### src/rtl/jb_pkg.sv
// Shared Joybus definitions: timing default, transmitter FSM states and
// well-known console command encodings.
package jb_pkg;

  // Default system clock cycles per microsecond.
  localparam int unsigned JB_CLKS_PER_US = 25;

  typedef enum logic [1:0] {
    IDLE,
    BIT,
    STOP,
    WAIT
  } jb_state_e;

  localparam logic [7:0]  JB_CMD_PROBE    = 8'h00;
  localparam logic [7:0]  JB_CMD_N64_POLL = 8'h01;
  localparam logic [23:0] JB_CMD_GC_POLL  = 24'h400302;

endpackage

### src/rtl/jb_sync.sv
// Two-flop synchroniser for the asynchronous Joybus line level.
// Ports:
//   clk, rst_n - clock, asynchronous active-low reset
//   d          - asynchronous input
//   q          - synchronised output (both flops reset to RESET_VAL)
module jb_sync #(
  parameter logic RESET_VAL = 1'b0
) (
  input  logic clk,
  input  logic rst_n,
  input  logic d,
  output logic q
);

  logic meta_q;

  always_ff @(posedge clk or negedge rst_n) begin
    if (!rst_n) begin
      meta_q <= RESET_VAL;
      q      <= RESET_VAL;
    end else begin
      meta_q <= d;
      q      <= meta_q;
    end
  end

endmodule

### src/rtl/joybus_tx.sv
// Console-side Joybus transmitter. Sends 1-3 command bytes MSB first as
// pulse-width coded bits, appends the console stop bit, then waits for the
// controller's first falling edge (rx_start) or a timeout (resp_timeout).
// Ports:
//   clk, rst_n    - clock, asynchronous active-low reset
//   tx_start      - request, sampled only while idle
//   tx_cmd        - command bytes, [23:16] sent first
//   tx_nbytes     - bytes to send (1..3), 0 ignores the request
//   JB_RX         - raw asynchronous line level
//   jb_drive_low  - registered open-drain pull-down enable
//   tx_busy       - high whenever not idle
//   rx_start      - one-cycle pulse at detected reply start
//   resp_timeout  - one-cycle pulse when the reply window expires
module joybus_tx
  import jb_pkg::*;
#(
  parameter int unsigned CLKS_PER_US = JB_CLKS_PER_US,
  parameter int unsigned TIMEOUT_US  = 100
) (
  input  logic        clk,
  input  logic        rst_n,
  input  logic        tx_start,
  input  logic [23:0] tx_cmd,
  input  logic [1:0]  tx_nbytes,
  input  logic        JB_RX,
  output logic        jb_drive_low,
  output logic        tx_busy,
  output logic        rx_start,
  output logic        resp_timeout
);

  localparam int unsigned BitCycles  = 4 * CLKS_PER_US;
  localparam int unsigned WaitCycles = TIMEOUT_US * CLKS_PER_US;
  localparam int unsigned CycW       = $clog2(BitCycles);
  localparam int unsigned WaitW      = $clog2(WaitCycles);

  localparam logic [CycW-1:0]  CycLast  = CycW'(BitCycles - 1);
  localparam logic [CycW-1:0]  CycOneU  = CycW'(CLKS_PER_US);
  localparam logic [CycW-1:0]  CycThrU  = CycW'(3 * CLKS_PER_US);
  localparam logic [CycW-1:0]  StopLast = CycW'(CLKS_PER_US - 1);
  localparam logic [WaitW-1:0] WaitLast = WaitW'(WaitCycles - 1);

  jb_state_e        state_q, state_d;
  logic [CycW-1:0]  cyc_q, cyc_d;
  logic [WaitW-1:0] wait_q, wait_d;
  logic [23:0]      shift_q, shift_d;
  logic [4:0]       bits_left_q, bits_left_d;
  logic             drive_q, drive_d;
  logic             rx_start_q, rx_start_d;
  logic             timeout_q, timeout_d;
  logic             line_s, line_s_d;
  logic             line_fall;

  jb_sync #(
    .RESET_VAL (1'b1)
  ) u_sync (
    .clk   (clk),
    .rst_n (rst_n),
    .d     (JB_RX),
    .q     (line_s)
  );

  // Our own stop bit leaves line_s_d low on entry to WAIT, so it cannot
  // look like a reply edge.
  assign line_fall = line_s_d & ~line_s;

  always_comb begin
    state_d     = state_q;
    cyc_d       = cyc_q;
    wait_d      = '0;
    shift_d     = shift_q;
    bits_left_d = bits_left_q;
    rx_start_d  = 1'b0;
    timeout_d   = 1'b0;
    drive_d     = 1'b0;

    unique case (state_q)
      IDLE: begin
        if (tx_start && (tx_nbytes != 2'd0)) begin
          shift_d     = tx_cmd;
          bits_left_d = {tx_nbytes, 3'b000};
          cyc_d       = '0;
          state_d     = BIT;
        end
      end
      BIT: begin
        if (cyc_q == CycLast) begin
          shift_d     = {shift_q[22:0], 1'b0};
          bits_left_d = bits_left_q - 5'd1;
          cyc_d       = '0;
          state_d     = (bits_left_q == 5'd1) ? STOP : BIT;
        end else begin
          cyc_d = cyc_q + CycW'(1);
        end
      end
      STOP: begin
        if (cyc_q == StopLast) begin
          cyc_d   = '0;
          state_d = WAIT;
        end else begin
          cyc_d = cyc_q + CycW'(1);
        end
      end
      WAIT: begin
        // Edge takes priority over expiry in the same cycle.
        if (line_fall) begin
          rx_start_d = 1'b1;
          state_d    = IDLE;
        end else if (wait_q == WaitLast) begin
          timeout_d = 1'b1;
          state_d   = IDLE;
        end else begin
          wait_d = wait_q + WaitW'(1);
        end
      end
      default: state_d = IDLE;
    endcase

    // Line drive is computed from next state so the registered output lines
    // up with the state it belongs to.
    unique case (state_d)
      BIT:     drive_d = shift_d[23] ? (cyc_d < CycOneU) : (cyc_d < CycThrU);
      STOP:    drive_d = 1'b1;
      default: drive_d = 1'b0;
    endcase
  end

  always_ff @(posedge clk or negedge rst_n) begin
    if (!rst_n) begin
      state_q     <= IDLE;
      cyc_q       <= '0;
      wait_q      <= '0;
      shift_q     <= '0;
      bits_left_q <= '0;
      drive_q     <= 1'b0;
      rx_start_q  <= 1'b0;
      timeout_q   <= 1'b0;
      line_s_d    <= 1'b1;
    end else begin
      state_q     <= state_d;
      cyc_q       <= cyc_d;
      wait_q      <= wait_d;
      shift_q     <= shift_d;
      bits_left_q <= bits_left_d;
      drive_q     <= drive_d;
      rx_start_q  <= rx_start_d;
      timeout_q   <= timeout_d;
      line_s_d    <= line_s;
    end
  end

  assign jb_drive_low = drive_q;
  assign tx_busy      = (state_q != IDLE);
  assign rx_start     = rx_start_q;
  assign resp_timeout = timeout_q;

endmodule

### config.mk
export PLATFORM = sky130hd
export DESIGN_NAME = joybus_tx
export DESIGN_NICKNAME = d
export VERILOG_FILES = /design/src/rtl/jb_pkg.sv /design/src/rtl/jb_sync.sv /design/src/rtl/joybus_tx.sv
export SDC_FILE = /design/constraint.sdc
export NUM_CORES = 1
export LEC_CHECK = 0
export ABC_AREA = 1
export CAP_MARGIN = 20
export CORE_ASPECT_RATIO = 1.4
export CORE_MARGIN = 2
export CORE_UTILIZATION = 51
export CTS_BUF_LIST = sky130_fd_sc_hd__clkbuf_4
export DETAILED_ROUTE_END_ITERATION = 8
export PLACE_DENSITY = 0.74
export SLEW_MARGIN = 0
export SYNTH_ARGS = -nofsm -noshare
export SYNTH_HDL_FRONTEND = slang
export SYNTH_HIERARCHICAL = 1
export SYNTH_SLANG_ARGS = --single-unit
### constraint.sdc
create_clock -name clk -period 2.2 [get_ports clk]
set_input_delay 0.44 -clock clk [delete_from_list [all_inputs] [get_ports clk]]
set_output_delay 0.44 -clock clk [all_outputs]
set_load 0.01 [all_outputs]
After elaboration in Yosys (flattened, before gate mapping)
Cells that the tools add are included.
- input bits: 30
- logic and storage cells: 63
- register bits: 56
- output and inout port bits: 4
- equal/unequal tests: 11
- order comparisons: 2
- bitwise gates (word level): 2
- mux-type cells: 27
- add/subtract/negate cells: 3
- reduce and logical (&&, ||, !) cells: 6
- operator list (operator ; count):
    24-bit 2-to-1 mux ; 2
    24-bit one-hot mux with 2 select lines ; 1
    12-bit 2-to-1 mux ; 3
    7-bit 2-to-1 mux ; 3
    7-bit one-hot mux with 3 select lines ; 1
    12-bit by 1-bit adder with 12-bit output (second input constant) ; 1
    12-bit == test (second input constant) ; 1
    2-bit 2-to-1 mux ; 6
    5-bit 2-to-1 mux ; 2
    5-bit one-hot mux with 2 select lines ; 1
    2-bit one-hot mux with 4 select lines ; 1
    7-bit by 1-bit adder with 7-bit output (second input constant) ; 1
    7-bit by 5-bit == test with 1-bit output (second input constant) ; 1
    7-bit == test (second input constant) ; 1
    7-bit by 5-bit less-than comparator with 1-bit output (second input constant) ; 1
    7-bit less-than comparator (second input constant) ; 1
    2-bit == test (second input constant) ; 3
    1-bit 2-to-1 mux ; 6
    2-bit nonzero test ; 3
    5-bit by 1-bit == test with 1-bit output (second input constant) ; 1
    5-bit by 1-bit subtractor with 5-bit output (second input constant) ; 1
    2-bit by 1-bit == test with 1-bit output (second input constant) ; 2
    2-bit != test (second input constant) ; 2
    3-bit AND reduction ; 1
    other kinds (5) ; 5

Depth between registers and ports, before layout
- depth in word-level cells: 7
- depth in mapped cells: 15
- depth with buffers taken out: 15

By module
The synthesis kept the hierarchy.
- modules (own cells, without submodules) (module ; instances ; sequential area each (um^2) ; area an instance (um^2) ; cells each):
    joybus_tx ; 1 ; 1352.5 ; 2866.5 ; 335
    jb_sync ; 1 ; 52.6 ; 52.6 ; 2

Worst setup path after synthesis
No wires, ideal clock.
- path type: register to register
- start point: register wait_q[0]
- end point: register drive_q, in the netlist jb_drive_low
- cell stages (with the launch flop): 14
- path buffers: 0
- setup time: 0.073 ns
- clock period less this slack: 1.827 ns
- data required time: 2.127 ns
- arrival time: 1.754 ns
- setup slack: 0.373 ns
- path through: dfrtp_1 ha_1 inv_1 nor3_1 nand3_1 nand3_1 o21ai_0 or2_2 inv_1 ha_1 nand2_1 nor2_2 nand2_1 a21oi_2
- word-level cells in the longest chain between the ends: 6
- elaborated cells between the ends (all ways): 7
- those cells by class: eq/ne: 3; mux: 4
- RTL lines (element ; line ; source):
    start, declared ; joybus_tx.sv:45 ; logic [WaitW-1:0] wait_q, wait_d;
    start signal, assigned ; joybus_tx.sv:142 ; wait_q <= wait_d;
    12-bit == test * ; joybus_tx.sv:109 ; end else if (wait_q == WaitLast) begin
    2-bit 2-to-1 mux * ; joybus_tx.sv:109 ;
    2-bit 2-to-1 mux * ; joybus_tx.sv:106 ; if (line_fall) begin
    2-bit one-hot mux with 4 select lines * ; joybus_tx.sv:77 ; unique case (state_q)
    named net state_d[1] ; joybus_tx.sv:43 ; jb_state_e state_q, state_d;
    2-bit == test or 2-bit by 1-bit == test with 1-bit output (tied branches) ; joybus_tx.sv:121 ; unique case (state_d)
    1-bit one-hot mux with 2 select lines * ; joybus_tx.sv:121 ;
    named net drive_d ; joybus_tx.sv:48 ; logic drive_q, drive_d;
    end signal, assigned ; joybus_tx.sv:145 ; drive_q <= drive_d;
    end, declared ; joybus_tx.sv:48 ;
The timed path passes the listed nets; every way through them passes the cells marked *.
A chain may end at the register's enable or synchronous reset.

Worst setup path in the final report
- start point: register state_q[0]
- end point: output tx_busy
- word-level cells in the longest chain between the ends: 1
- RTL lines (element ; line ; source):
    start, declared ; joybus_tx.sv:43 ;
    start signal, assigned ; joybus_tx.sv:140 ; state_q <= state_d;
    2-bit nonzero test ; joybus_tx.sv:153 ; assign tx_busy = (state_q != IDLE);
    end, declared ; joybus_tx.sv:27 ; output logic tx_busy,
No other way between the ends.

==> flow_summary.yaml <==
cts:
  clock-sinks: 56
  cts_buffer_depth: 2
  cts_root_buf: "clkbuf_4"
  cts_tree: "yes"
  numCtsBuffers: 5
  worst_skew_pair.late_latency_ps: 370
  htreeDepth: 2
  clkTransAtPathRegs_ps: 140
timing:
  max_slew_margin: 0.7017
  whs_ps: 365.3
  skew_ps: 13.18
  setup_viol: 0
  fin_crit_ps: 2066
  clock.fmax_mhz: 484.0
  hold_viol: 0
  finalSetupTns_ps: 0
  worstMarginPinSlew_ps: 447.5
  finalMaxSlewViolations: 0
  rsz0062_at_grt: "false"
  finalCritPeriodShare: 0.9392
detailed_routing:
  wirelength_um: 5419
  post_drt_via_cell_ratio: 5.189
  drtPass1Iterations: 4
  drc: 0
  first_iter_violations: 122
  wl_per_cell_um: 12.04
  final_antenna_net_count: 0
  vias: 2335
hold_path:
  hp-start: "u_sync/meta_q$_DFF_PN1_"
  worstHoldPathType: "reg -> reg"
pwr:
  powerDensity_mw_per_mm2: 918.8
  power_mw: 3.188
  ir_drop_v: 0.0004946
  p_leak_nw: 1.604
place:
  globalplace.congestion: 0.8284
  dp_cells: 438
  numPortBuffers: 33
  hpwl_um: 4146
floorplanning:
  dieArea_sq_mm: 0.006353
  die_h_um: 93.52
  die_w_um: 67.94
  placementRows: 32
  initial_core_util: 0.5283
  core_sq_mm: 0.005525
  ios: 34
global_routing:
  grt_pass1_vias: 2353
  grt_max_degree: 26
  antenna_found_initial: 0
  grt_overflow: 0
  grt_usage: 0.1995
  grt_pass1_wl_um: 9873
setup_path:
  crit_required_ps: 1760
  cp-startpoint: "state_q[0]$_DFF_PN0_"
  r2r_start: "cyc_q[0]$_DFF_PN0_"
  start_kind: "flop"
  worstSetupPathType: "reg -> out"
  end_kind: "output port"
  critPathArrivalTime_ps: 1630
  cp_max_fo: 6
logic_synthesis:
  synth_area_sq_mm: 0.002919
  yosysSeqAreaShare: 0.4814
  syn_area_per_cell_sq_um: 8.662
  ys_warn_count: 6
  yosysUniqueCellTypes: 37
  synth_edf_count: 0
  synth_fp_nets: 374
  synth_ff_type: "dfrtp_1"
  synthCells: 337
  synth-async-reset-ratio: 1.000
  ys_ff_latch: 56
run_status:
  outcome: "completed"
cells_and_area:
  final_nets: 419
  drive_gt1_frac: 0.1649
  fin_util: 0.6279
  final_cell_mix: "59 x inv_1, 59 x nand2_1, 51 x dfrtp_1"
  antenna_cells: 0
  fill_cells: 492
  area_delta_synth_final_pct: 18.86
  final_cell_count_no_fill: 450
flow_run:
  drv_cap: 0
-- flip-flops by register name, summed over array words and instances, names as in the netlist, 2 cells and up --
name	count
bits_left_q	5
cyc_q	7
shift_q	24
state_q	2
wait_q	12
-- final cells by class --
cell class	count	area, sq um	share of cell area
inverter	66	250.2	0.07212
sequential	56	1408	0.4057
multi-input combinational	208	1246	0.3592
tap	68	85.08	0.02452
clock inverter	2	12.51	0.003606
timing repair buffer	45	430.4	0.1241
clock buffer	5	37.54	0.01082
-- per-stage QoR --
step | worst slack [ps] | instance area [sq um]
final | 133.7 | 3470
after global routing | 8.905 | 3470
after CTS | 99.02 | 3426
after detailed placement | 156.8 | 3366
after global placement | 184.2 | 3366
after floorplan | 372.7 | 2919
-- final timing paths --
| path | end | slack (ps) | cells past startpoint |
|---|---|---|---|
| hold / removal | u_sync/q$_DFF_PN1_ | 370 | 0 |
| max in group asynchronous | line_s_d$_DFF_PN1_ | 1050 | 3 |
| min in group asynchronous | wait_q[6]$_DFF_PN0_ | 520 | 2 |
| hold reg to reg | u_sync/q$_DFF_PN1_ | 370 | 0 |
| setup / recovery | tx_busy | 130 | 3 |
| setup reg to reg | jb_drive_low$_DFF_PN0_ | 230 | 14 |
-- where the power goes --
part | total [mW] | switching [mW] | leakage [nW] | internal (mW)
Sequential | 1.54 | 0.169 | 0.685 | 1.37
Clock | 0.421 | 0.304 | 0.0271 | 0.117
Combinational | 1.23 | 0.713 | 0.892 | 0.518
-- logic make-up after synthesis --
logic type / after synthesis / share of synthesized area
compound gates: 50 / 0.1273
xor+xnor: 6 / 0.01800
fa+ha+maj: 7 / 0.03000
buf+inv: 73 / 0.09559
flops: 56 / 0.4814
simple gates: 145 / 0.2478
-- worst max-delay path, cell delays in order (launching register included) --
cell and delay (ps):
dfrtp_2 490, nor2_2 190, inv_1 110, clkdlybuf4s50_1 480
-- what timing repair did --
| action | CTS | global route |
|---|---|---|
| setup endpoints to repair | 0 | 2 |
| hold endpoints to repair | 12 | 0 |
| resized for setup | 0 | 4 |
| setup buffers | 0 | 4 |
| hold buffers | 1 | 0 |
-- routing by layer --
layer	GRT usage	vias up	wire (um)
li1	-	1184	-
met1	0.2378	1097	2394
met2	0.3414	43	2711
met3	0.04212	11	194
met4	0.07833	0	118
met5	0	-	0
-- synthesized netlist by cell type (all sizes together), types with 2 or more instances --
library cell	number	area share
a21oi	11	0.024
a22oi	2	0.0051
buf	2	0.0034
clkbuf	5	0.0064
dfrtp	53	0.45
dfstp	3	0.027
ha	7	0.030
inv	66	0.086
nand2	69	0.10
nand3	27	0.059
nor2	36	0.058
nor3	7	0.014
nor3b	3	0.0077
o21ai	11	0.020
o221ai	22	0.066
xnor2	2	0.0060
xor2	4	0.012
Power figures use the tool's default switching activity.
